`src/rtl/bus_arb_pkg.sv`:
```
// Shared types and constants for the bus round-robin arbiter.
package bus_arb_pkg;

    typedef enum logic [1:0] {
        IDLE = 2'd0,
        POP  = 2'd1,
        XFER = 2'd2
    } state_t;

    localparam int         ID_W_DEF  = 8;
    localparam logic [7:0] BCAST_DEF = 8'hFF;

    // Extracts the destination-ID field (top id_w bits) of a packet that is
    // width bits wide. The packet is passed zero-extended to 64 bits, so
    // packets up to 64 bits wide are handled.
    function automatic logic [31:0] dest_of(input logic [63:0] pkt,
                                            input int          width,
                                            input int          id_w);
        logic [63:0] shifted;
        logic [63:0] mask;
        shifted = pkt >> (width - id_w);
        mask    = (64'd1 << id_w) - 64'd1;
        return 32'(shifted & mask);
    endfunction

endpackage

```
`src/rtl/rr_picker.sv`:
```
// Combinational round-robin picker: finds the first set request strictly
// after `last`, wrapping around, using a doubled request vector and a window
// mask followed by a lowest-bit priority search.
module rr_picker #(
    parameter  int N  = 8,
    localparam int LW = $clog2(N)
) (
    input  logic [N-1:0]  req,
    input  logic [LW-1:0] last,
    output logic [LW-1:0] gnt_idx,
    output logic          gnt_valid
);

    localparam int IW = $clog2(2 * N) + 1;

    logic [2*N-1:0] dbl;
    logic [2*N-1:0] masked;
    logic [IW-1:0]  last_ext;
    logic [IW-1:0]  hit_pos;

    assign dbl      = {req, req};
    assign last_ext = IW'(last);

    // Keep only the N positions last+1 .. last+N of the doubled vector.
    generate
        for (genvar gi = 0; gi < 2 * N; gi++) begin : g_mask
            assign masked[gi] = dbl[gi]
                              && (IW'(gi) > last_ext)
                              && (IW'(gi) <= last_ext + IW'(N));
        end
    endgenerate

    // Lowest set bit inside the window is the next source in rotation.
    always_comb begin
        hit_pos   = '0;
        gnt_valid = 1'b0;
        for (int j = 2 * N - 1; j >= 0; j--) begin
            if (masked[j]) begin
                hit_pos   = IW'(j);
                gnt_valid = 1'b1;
            end
        end
    end

    // Fold the doubled position back onto a source index.
    assign gnt_idx = (hit_pos >= IW'(N)) ? LW'(hit_pos - IW'(N)) : LW'(hit_pos);

endmodule

```
`src/rtl/bus_rr_arbiter.sv`:
```
// Round-robin bus arbiter and packet forwarder: grants one pending driver
// FIFO, pops one word from it and pushes that word to the addressed FIFO
// (or to every other FIFO on broadcast). One packet per three cycles.
module bus_rr_arbiter
    import bus_arb_pkg::*;
#(
    parameter  int              width = 16,
    parameter  int              DRVS  = 8,
    parameter  int              ID_W  = ID_W_DEF,
    parameter  logic [ID_W-1:0] BCAST = ID_W'(BCAST_DEF),
    localparam int              GW    = $clog2(DRVS)
) (
    input  logic                    clk,
    input  logic                    reset,
    input  logic [DRVS-1:0]         pndng,
    input  logic [DRVS*width-1:0]   D_pop,
    output logic [DRVS-1:0]         pop,
    output logic [DRVS-1:0]         push,
    output logic [DRVS*width-1:0]   D_push,
    output logic                    busy,
    output logic [GW-1:0]           grant_id,
    output logic [7:0]              drop_cnt
);

    state_t          state;
    logic [GW-1:0]   last_grant;
    logic [GW-1:0]   pick_idx;
    logic            pick_valid;
    logic [width-1:0] pkt;
    logic [width-1:0] head;
    logic [width-1:0] lane [DRVS];
    logic [ID_W-1:0] dest;
    logic            dest_bcast;
    logic            drop_hit;
    logic [DRVS-1:0] pick_oh;
    logic [DRVS-1:0] grant_oh;
    logic [DRVS-1:0] push_dec;

    rr_picker #(.N(DRVS)) u_picker (
        .req       (pndng),
        .last      (last_grant),
        .gnt_idx   (pick_idx),
        .gnt_valid (pick_valid)
    );

    // Per-lane views of the flat buses plus one-hot and push decode.
    // An unrecognised destination matches no lane, leaving push_dec zero.
    generate
        for (genvar gi = 0; gi < DRVS; gi++) begin : g_lane
            assign lane[gi]                     = D_pop[gi*width +: width];
            assign D_push[gi*width +: width]    = pkt;
            assign pick_oh[gi]                  = (pick_idx == GW'(gi));
            assign grant_oh[gi]                 = (grant_id == GW'(gi));
            assign push_dec[gi]                 = dest_bcast ? !grant_oh[gi]
                                                             : (dest == ID_W'(gi));
        end
    endgenerate

    // During POP grant_id already names the granted source, so head is its
    // FIFO word; the push pattern is decoded from it ahead of the XFER cycle.
    assign head       = lane[grant_id];
    assign dest       = ID_W'(dest_of(64'(head), width, ID_W));
    assign dest_bcast = (dest == BCAST);
    assign drop_hit   = !dest_bcast && !(|push_dec);

    // Arbitration FSM; every output is a register updated here.
    always_ff @(posedge clk or negedge reset) begin
        if (!reset) begin
            state      <= IDLE;
            pop        <= '0;
            push       <= '0;
            pkt        <= '0;
            busy       <= 1'b0;
            drop_cnt   <= 8'd0;
            grant_id   <= '0;
            last_grant <= GW'(DRVS - 1);
        end else begin
            pop  <= '0;
            push <= '0;
            unique case (state)
                IDLE: begin
                    if (pick_valid) begin
                        state      <= POP;
                        busy       <= 1'b1;
                        last_grant <= pick_idx;
                        grant_id   <= pick_idx;
                        pop        <= pick_oh;
                    end
                end
                POP: begin
                    state <= XFER;
                    pkt   <= head;
                    push  <= push_dec;
                    if (drop_hit && drop_cnt != 8'hFF) begin
                        drop_cnt <= drop_cnt + 8'd1;
                    end
                end
                XFER: begin
                    state <= IDLE;
                    busy  <= 1'b0;
                end
                default: begin
                    state <= IDLE;
                    busy  <= 1'b0;
                end
            endcase
        end
    end

endmodule

```
`config.mk`:
```
export PLATFORM = sky130hd
export DESIGN_NAME = bus_rr_arbiter
export DESIGN_NICKNAME = d
export VERILOG_FILES = /design/src/rtl/bus_arb_pkg.sv /design/src/rtl/rr_picker.sv /design/src/rtl/bus_rr_arbiter.sv
export SDC_FILE = /design/constraint.sdc
export NUM_CORES = 1
export LEC_CHECK = 0
export BUFFER_PORTS_ARGS = -buffer_cell sky130_fd_sc_hd__buf_2
export CAP_MARGIN = 20
export CORE_ASPECT_RATIO = 0.7
export CORE_MARGIN = 10
export CORE_UTILIZATION = 45
export DETAILED_ROUTE_END_ITERATION = 12
export GPL_ROUTABILITY_DRIVEN = 0
export GPL_TIMING_DRIVEN = 0
export PLACE_DENSITY = 0.89
export REMOVE_ABC_BUFFERS = 1
export SLEW_MARGIN = 20
export SYNTH_ARGS = -nofsm -noshare
export SYNTH_HDL_FRONTEND = slang
export SYNTH_SLANG_ARGS = --single-unit
export TNS_END_PERCENT = 100
```
`constraint.sdc`:
```
create_clock -name clk -period 7.2 [get_ports clk]
set_clock_uncertainty 0.15 [all_clocks]
set_input_delay 0.36 -clock clk [delete_from_list [all_inputs] [get_ports clk]]
set_output_delay 0.36 -clock clk [all_outputs]
set_load 0.01 [all_outputs]
```
# Word-level counts from Yosys, hierarchy flattened
# Cells that the tools add are included.
word_totals:
  regBits: 49
  in_bits: 138
  out_inout_bits: 156
  wordCells: 175
op_classes:
  addsub: 3
  magnitude_cmp: 34
  n_eq_ne: 25
  mux: 51
  n_bitwise: 2
  n_reduce_logical: 52
op_table:
  columns: ["cell", "n"]
  rows:
  - ["2-to-1 mux 4 bit", 16]
  - ["binary-select mux 16 bit (select 3 bit)", 1]
  - ["less-or-equal comparator 4 x 5 -> 1 bit (first input constant)", 8]
  - ["logical AND 1 bit", 34]
  - ["== test 8 x 3 -> 1 bit (second input constant)", 4]
  - ["greater-than comparator 4 x 3 -> 1 bit (first input constant)", 8]
  - ["2-to-1 mux 16 bit", 2]
  - ["2-to-1 mux 1 bit", 25]
  - ["== test 3 bit (second input constant)", 8]
  - ["2-to-1 mux 8 bit", 3]
  - ["less-or-equal comparator 3 x 5 -> 1 bit (first input constant)", 4]
  - ["== test 8 x 2 -> 1 bit (second input constant)", 2]
  - ["== test 3 x 2 -> 1 bit (second input constant)", 4]
  - ["greater-than comparator 3 bit (first input constant)", 4]
  - ["less-or-equal comparator 1 x 5 -> 1 bit (first input constant)", 2]
  - ["less-or-equal comparator 2 x 5 -> 1 bit (first input constant)", 2]
  - ["zero test 1 bit", 10]
  - ["adder 8 x 1 -> 8 bit (second input constant)", 1]
  - ["== test 8 x 1 -> 1 bit (second input constant)", 1]
  - ["== test 8 bit (second input constant)", 1]
  - ["greater-or-equal comparator 4 bit (second input constant)", 2]
  - ["zero test 8 bit", 1]
  - ["!= test 8 bit (second input constant)", 1]
  - ["OR reduction 8 bit", 1]
  - ["other kinds (16)", 22]

# Logic depth before layout (Yosys ltp)
# Gate-level depths: netlist of run 1.
logic_depth:
  ltp_word: 24
  depth_mapped: 12
  depth_no_buf: 7

# By module
# Synthesis of run 1 repeated with hierarchy kept, for this count alone.
unflattened:
  hier_cells: 432
  hier_area_um2: 4156.5
modules_own_cells:
  columns: ["mod", "instances", "cells_each", "area_per_inst_um2", "seq_area_each_um2"]
  rows:
  - ["bus_rr_arbiter", 1, 376, 3791.1, 1229.9]
  - ["rr_picker", 1, 56, 365.4, 0.0]

# Worst setup path after synthesis of run 1
# Ideal clock, no wire load.
synth_path:
  path_type: "register -> register"
  from: "reg grant_id[0]"
  to: "reg drop_cnt[1]"
  setup_time_ps: 125
  arrival_ps: 2224
  required_time_ps: 6925
  setup_slack_ps: 4701
  path_stages_with_launch: 9
  n_path_buf: 2
  period_less_slack_ps: 2499
  cell_sequence: "dfrtp_1 > buf_6 > mux4_1 > mux2i_4 > nor2b_2 > and3_1 > buf_6 > nor3b_4 > mux2_4"
synth_via:
  elab_chain_cells: 11
  elab_cells_between_ends: 43
  classes_between: "eq/ne: 15; mux: 11; bitwise: 1; reduce/logical: 16"
synth_lines:
  columns: ["element", "line_no", "text"]
  rows:
  - ["start: declaration", "bus_rr_arbiter.sv:21", "output logic [GW-1:0] grant_id,"]
  - ["start signal: assignment", "bus_rr_arbiter.sv:86", "grant_id <= pick_idx;"]
  - ["inverter 3 -> 4 bit (implied by the code)", "bus_rr_arbiter.sv:61", "assign head = lane[grant_id];"]
  - ["binary-select mux 16 bit (select 3 bit)", "bus_rr_arbiter.sv:61", null]
  - ["2-to-1 mux 16 bit (implied by the code) (2 in series)", "bus_rr_arbiter.sv:61", null]
  - ["== test 8 bit, or another cell as far along", "bus_rr_arbiter.sv:63", "assign dest_bcast = (dest == BCAST);"]
  - ["2-to-1 mux 1 bit", "bus_rr_arbiter.sv:54", "assign push_dec[gi] = dest_bcast ? !grant_oh[gi]"]
  - ["OR reduction 8 bit", "bus_rr_arbiter.sv:64", "assign drop_hit = !dest_bcast && !(|push_dec);"]
  - ["zero test 1 bit", "bus_rr_arbiter.sv:64", null]
  - ["logical AND 1 bit *", "bus_rr_arbiter.sv:64", null]
  - ["logical AND 1 bit *", "bus_rr_arbiter.sv:94", "if (drop_hit && drop_cnt != 8'hFF) begin"]
  - ["AND reduction 2 bit (no source line) *", null, null]
  - ["end signal: assignment", "bus_rr_arbiter.sv:95", "drop_cnt <= drop_cnt + 8'd1;"]
  - ["end: declaration", "bus_rr_arbiter.sv:22", "output logic [7:0] drop_cnt"]
# Every way passes the cells marked *; elsewhere a longest branch is shown, timed or not. The select of a mux whose other input is x is not followed.
# A chain may end at the register's enable or synchronous reset.

# Worst setup path after layout of run 1
layout_path:
  from: "reg grant_id[2]"
  to: "reg drop_cnt[1]"
# The elaborated chain is that of the path after synthesis.

==> results.cfg, run 1 <==
[clocking]
htreeDepth = 2
cts_tree = done
postCtsSetupBuffers = 0
cts-root-buf = clkbuf_16
path_clk_slew_ps = 70
cts.sinks = 49
hold_buffers = 0
clk-insertion-delay-late_ps = 280
post_cts_resized = 0
numCtsBuffers = 5
cts_max_path_buffers = 2

[sta]
rsz0062_at_grt = no
finalMaxSlewViolations = 0
setup_ws_ps = 3580
fmax_mhz = 276
holdWs_ps = 278
setup-tns-final_ps = 0
period_minus_slack_ps = 3620
setup_viol = 0
hold_viol_final = 0
tightest_slew_ps = 1000
finalCritPeriodShare_pct = 50.3
relSlewSlack_pct = 33.3

[synthesis]
syn-instance-count = 459
synth_seq_area_share_pct = 28.4
synth-seq-cells = 49
ys_types = 66
yosysWarnings = 0
synthArstFlopShare_pct = 100
dominantRegCellSynth = dfrtp_1
avgSynthCellArea_sq_um = 9.44
synth_edf_count = 0
syn-cell-area_sq_um = 4330

[global_routing]
grt_usage_pct = 18.4
grt_pass1_wl_mm = 20.8
overflow = 0
grt_pass1_vias = 3882
grt_max_degree = 50
antenna_found_initial = 2

[floorplanning]
io_pins = 294
rows = 29
start_util_pct = 47.0
dieArea_sq_um = 14000
floorplan.die.height_um = 102
die_w_um = 137
coreArea_sq_um = 9220

[setup_path]
max_stage_delay_ps = 1000
reg2reg_slack_ps = 3580
crit_path_cell_trace = inv_1, a211oi_1, o221ai_2, nor2_1, and3_1, nor3b_4, mux2_4
cp_slowest_cell = dfrtp_1
crit_path_end_kind = flop
rr_startpoint = grant_id[2]$_DFFE_PN0P_
critPathKind = reg2reg
critPathLaunchType = flop
reg2reg_to = drop_cnt[1]$_DFFE_PN0P_
crit_arrival_ps = 3650
critPathRequiredTime_ps = 7220
cp_max_fo = 29
r2r_cells = 7

[run]
maxCapViolations = 0

[placed_design]
portBuffers = 293
pre_cts_slack_ps = 3510
dp_hpwl_mm = 12.1

[detailed_routing]
wirelength_mm = 14.3
antenna_left = 0
wl_per_cell_um = 19.0
drc_errors = 0
dr.pass1.iters = 5
viasPerCell = 5.19
drtIter0Drc = 260
vias = 3901

[pwr]
peakVddDrop_mv = 0.238
power_leakage_nw = 2.65
power-per-cell-area_nw_per_um2 = 476

[min_path]
holdPathStages = 3
worstHoldStart = pndng[1]
min_to = pop[1]$_DFF_PN0_
min_path_type = in2reg

[cells_and_area]
diodes = 0
postLayoutCoreUtil_pct = 55.6
layout.nets = 765
fillers = 847
seq_area_sq_um = 1230
area_delta_synth_final_pct = 18.2
multiInputGateArea_sq_um = 2040
drive_above_1_share_pct = 55.0

[outcome]
status = finished clean
-- cells in the final DEF (no fill, tap or decap), types with 3 or more instances in the layout --
cell	count
a31oi_1	8
nor2b_1	9
nor3_1	7
dfrtp_1	44
o221ai_1	3
buf_2	292
nand3_1	4
and3b_1	3
a311oi_1	3
nor2_1	27
a2bb2oi_1	4
and2_1	5
nand2_1	46
mux2_1	3
nand2b_1	4
mux4_2	16
a22oi_1	5
mux2i_1	15
a21oi_1	17
and3_1	4
nor3b_1	5
o21ai_0	20
mux2_2	5
clkbuf_16	5
inv_1	9
o22ai_1	4
dfstp_2	3
xor2_1	7
-- per-layer routing --
layer / vias up / global-route usage, % / routed length, um
met5: - / 0 / 21
met4: 4 / 3.15 / 157
met3: 20 / 6.91 / 1680
met2: 225 / 34.0 / 7430
met1: 1807 / 19.9 / 4970
li1: 1845 / - / -
-- final cells by class --
class                      count  area share (%)
tap                          124            3.03
clock buffer                   5            2.44
inverter                      10           0.733
multi-input combinational    265            39.9
timing repair buffer         295            29.3
sequential                    49            24.1
clock inverter                 3           0.513
-- cell families (layout without fill, tap and decap cells) --
family                     count (synthesis)  after routing  synth area share [%]
muxes                                     44             44                  16.3
DFF                                       49             49                  28.4
AOI/OAI and AO/OA                         83             83                  13.2
buffers and inverters                    145            313                  24.5
adders and majority gates                  2              2                 0.520
xor gates and xnor gates                   7              7                  1.41
and+or+nand+nor                          129            129                  15.7
-- report_power, final --
group	total, W	internal, W	switching [W]
registers	0.000638	0.000398	0.000241
clock network	0.000236	0.000131	0.000105
logic	0.00156	0.000693	0.000871
-- worst max path at each step --
stage,endpoint,slack [ps],cells past startpoint,from
floorplan,drop_cnt[1]$_DFFE_PN0P_,3320,6,grant_id[0]$_DFFE_PN0P_
CTS,drop_cnt[1]$_DFFE_PN0P_,3520,7,grant_id[2]$_DFFE_PN0P_
detailed placement,drop_cnt[1]$_DFFE_PN0P_,3510,7,grant_id[1]$_DFFE_PN0P_
finish,drop_cnt[1]$_DFFE_PN0P_,3580,7,grant_id[2]$_DFFE_PN0P_
global placement,drop_cnt[1]$_DFFE_PN0P_,2520,7,grant_id[0]$_DFFE_PN0P_
global route,push[7]$_DFF_PN0_,3270,7,grant_id[2]$_DFFE_PN0P_
-- sequential cells by signal, indices dropped and copies added (netlist names) --
| signal | cells |
|---|---|
| push | 8 |
| pkt | 16 |
| busy | 1 |
| grant_id | 3 |
| state | 2 |
| drop_cnt | 8 |
| pop | 8 |
| last_grant | 3 |
-- cells in the mapped netlist (all sizes together) (2+ instances only) --
| master | instances | area share (%) |
|---|---|---|
| dfstp | 3 | 1.8 |
| o22ai | 4 | 0.58 |
| a2bb2oi | 4 | 0.81 |
| and2 | 5 | 0.72 |
| inv | 9 | 0.78 |
| mux2 | 10 | 2.8 |
| xor2 | 7 | 1.4 |
| o21ai | 21 | 2.4 |
| nor2 | 28 | 2.5 |
| and3 | 4 | 0.58 |
| nor3b | 7 | 1.7 |
| nor4 | 2 | 0.29 |
| nand4 | 2 | 0.29 |
| nand3 | 4 | 0.46 |
| o221ai | 5 | 1.3 |
| a31oi | 8 | 1.2 |
| nand2b | 4 | 0.58 |
| a21oi | 17 | 2.0 |
| o21bai | 2 | 0.35 |
| nor2b | 10 | 1.5 |
| nor3 | 8 | 1.2 |
| nand2 | 47 | 4.2 |
| a211oi | 3 | 0.64 |
| buf | 127 | 23 |
| and3b | 3 | 0.61 |
| mux2i | 16 | 4.0 |
| mux4 | 18 | 9.5 |
| clkbuf | 8 | 0.69 |
| a22oi | 6 | 1.2 |
| a21o | 2 | 0.35 |
| a311oi | 3 | 0.61 |
| dfrtp | 46 | 27 |
-- stage by stage --
stage	instances	power (W)	cell area (sq um)
2_1_floorplan	324	0.00153	3310
3_3_place_gp	741	0.00217	4930
3_5_place_dp	742	0.00223	4950
4_1_cts	750	0.00247	5110
5_1_grt	751	0.00263	5120
6_report	751	0.00244	5120
-- critical path: cells and delay by family (launching register included) --
| family | cells | cell delay [ps] |
|---|---|---|
| flops | 1 | 1000 |
| simple gates | 3 | 840 |
| compound gates | 2 | 690 |
| buf+inv | 1 | 500 |
| mux | 1 | 310 |
(Power assumes the default switching activity.)
==> run 2: changes to the inputs <==
--- a/config.mk
+++ b/config.mk
@@ -9,11 +9,11 @@
 export CAP_MARGIN = 20
 export CORE_ASPECT_RATIO = 0.7
 export CORE_MARGIN = 10
-export CORE_UTILIZATION = 45
+export CORE_UTILIZATION = 39
 export DETAILED_ROUTE_END_ITERATION = 12
 export GPL_ROUTABILITY_DRIVEN = 0
 export GPL_TIMING_DRIVEN = 0
-export PLACE_DENSITY = 0.89
+export PLACE_DENSITY = 0.82
 export REMOVE_ABC_BUFFERS = 1
 export SLEW_MARGIN = 20
 export SYNTH_ARGS = -nofsm -noshare
==> constraint.sdc (replaced) <==
create_clock -name clk -period 3.2 [get_ports clk]
set_clock_uncertainty 0.15 [all_clocks]
set_input_delay 0.16 -clock clk [delete_from_list [all_inputs] [get_ports clk]]
set_output_delay 0.16 -clock clk [all_outputs]
set_load 0.01 [all_outputs]
==> run 2 against run 1 <==
Against the previous run:
- utilization is 7.9 points lower
- final cell count is 4.3% higher
- clock power is 120% higher
- cell area is 1.7% higher
- critical path depth stayed put
- hold slack worse by 210 ps
- power is 130% higher
- maximum frequency is 25% higher
- largest cell class unchanged
- highest routed layer is now met4
==> results.cfg, run 2 (synthesis gave the netlist of run 1 again) <==
[outcome]
status = finished clean

[global_routing]
grt_usage_pct = 16.7
overflow = 0
grt_pass1_wl_mm = 21.7
antenna_found_initial = 0
grt_pass1_vias = 3985
grt_max_degree = 42

[setup_path]
max_stage_delay_ps = 690
cp_slowest_cell = dfrtp_4
crit_family = compound AO/OA/AOI/OAI gates
crit_path_cell_trace = inv_1, a211oi_1, o221ai_2, nor2_1, and3_2, o21ai_0, a21oi_1
critPathLaunchType = flop
crit_arrival_ps = 2920
crit_path_end_kind = flop
critPathKind = reg2reg
cp_max_fo = 33
critPathRequiredTime_ps = 3220
crit_buf_inv = 1

[sta]
relSlewSlack_pct = 39.8
setup_viol = 0
hold_viol_final = 0
finalCritPeriodShare_pct = 90.5
setup_ws_ps = 303
fmax_mhz = 345
finalMaxSlewViolations = 0
rsz0062_at_grt = no
period_minus_slack_ps = 2900
tightest_slew_ps = 904

[cells_and_area]
drive_above_1_share_pct = 55.9
fin_area_sq_um = 5210
postLayoutCoreUtil_pct = 47.6
diodes = 0
layout.nets = 768
instances_no_fill = 783
layout_commonest_cell = buf_2
largest_register = pkt
largest_register_ffs = 16
area_delta_synth_final_pct = 20.2
final_cell_mix = 293 x buf_2, 45 x nand2_1, 43 x dfrtp_1, 27 x nor2_1, 20 x o21ai_0

[pwr]
power_leakage_nw = 2.68
p_sw_share_pct = 49.6
p_int_w = 0.00279
power-per-cell-area_nw_per_um2 = 1060
peakVddDrop_mv = 0.661
seqPwrFrac_pct = 25.4
power.net_switching_w = 0.00275
report.power.total_w = 0.00554
power.share.clock_pct = 9.5
p_comb_share_pct = 65.1

[placed_design]
dp_hpwl_mm = 11.8
dp_cells = 772
place_area_sq_um = 5010
pre_cts_slack_ps = -501
portBuffers = 293

[detailed_routing]
drtIter0Drc = 226
viasPerCell = 4.88
vias = 3823
dr.pass1.iters = 4
drc_errors = 0
antenna_left = 0
wirelength_mm = 14.1
wl_per_cell_um = 18.1

[floorplanning]
rows = 32
die_w_um = 146
start_util_pct = 39.6
coreArea_sq_um = 10900
dieArea_sq_um = 15800
io_pins = 294
floorplan.die.height_um = 108

[clocking]
htreeDepth = 2
numCtsBuffers = 5
cts_max_path_buffers = 2
cts_tree = done
path_clk_slew_ps = 70
cts.sinks = 49
clk-insertion-delay-late_ps = 290
cts-root-buf = clkbuf_16

[min_path]
min_path_type = in2reg

[run]
maxCapViolations = 0
[run 2: stage by stage]
stage	hold slack [ps]	TNS (ps)
finish	69.3	0
global route	90.7	0
CTS	62.9	0
detailed placement	8.85	-5120
global placement	280	-32370
floorplan	-286	-7690
[run 2: power groups by stage]
stage,Clock (W),Combinational [W],Sequential [W]
floorplan,0,0.00154,0.00190
detailed placement,0,0.00357,0.00145
CTS,0.000545,0.00358,0.00144
finish,0.000528,0.00360,0.00140
global route,0.000570,0.00396,0.00149
global placement,0,0.00342,0.00152
[run 2: final timing paths]
| kind | end | cells past startpoint | startpoint | slack, ps |
|---|---|---|---|---|
| min reg2reg | drop_cnt[7]$_DFFE_PN0P_ | 1 | drop_cnt[7]$_DFFE_PN0P_ | 360 |
| max in group asynchronous | last_grant[1]$_DFFE_PN1P_ | 3 | reset | 2070 |
| min in group asynchronous | drop_cnt[1]$_DFFE_PN0P_ | 2 | reset | 230 |
| max reg2reg | push[2]$_DFF_PN0_ | 7 | grant_id[1]$_DFFE_PN0P_ | 300 |
| min | pop[1]$_DFF_PN0_ | 3 | pndng[1] | 70 |
| max | push[2]$_DFF_PN0_ | 7 | grant_id[1]$_DFFE_PN0P_ | 300 |
[run 2: what timing repair did]
action	in CTS	in global routing
endpoints found under the setup margin	16	10
buffers inserted	0	2
endpoints found under the hold margin	20	0
resized for setup	2	6
pin swaps	1	1
hold buffers	1	0
[run 2: metal layers]
layer	vias up	GRT usage [%]	part of all wire, %
li1	1852	-	-
met1	1787	19.7	39
met2	178	29.2	50
met3	6	6.18	9.8
met4	0	2.42	0.57
met5	-	0	0
[run 2: cell type report]
type                       count  area, sq um
timing repair buffer         298         1530
fill                        1094         5720
multi-input combinational    265         2060
sequential                    49         1240
clock inverter                 2         13.8
clock buffer                   6          129
inverter                      10         37.5
tap                          153          191
[run 2: worst register-to-register path: cells and delay by family, from the launching register on]
kind,cells,cell delay (ps)
flip-flops,1,690
AO/OA/AOI/OAI,4,1100
buffers and inverters,1,310
AND/OR/NAND/NOR,2,540
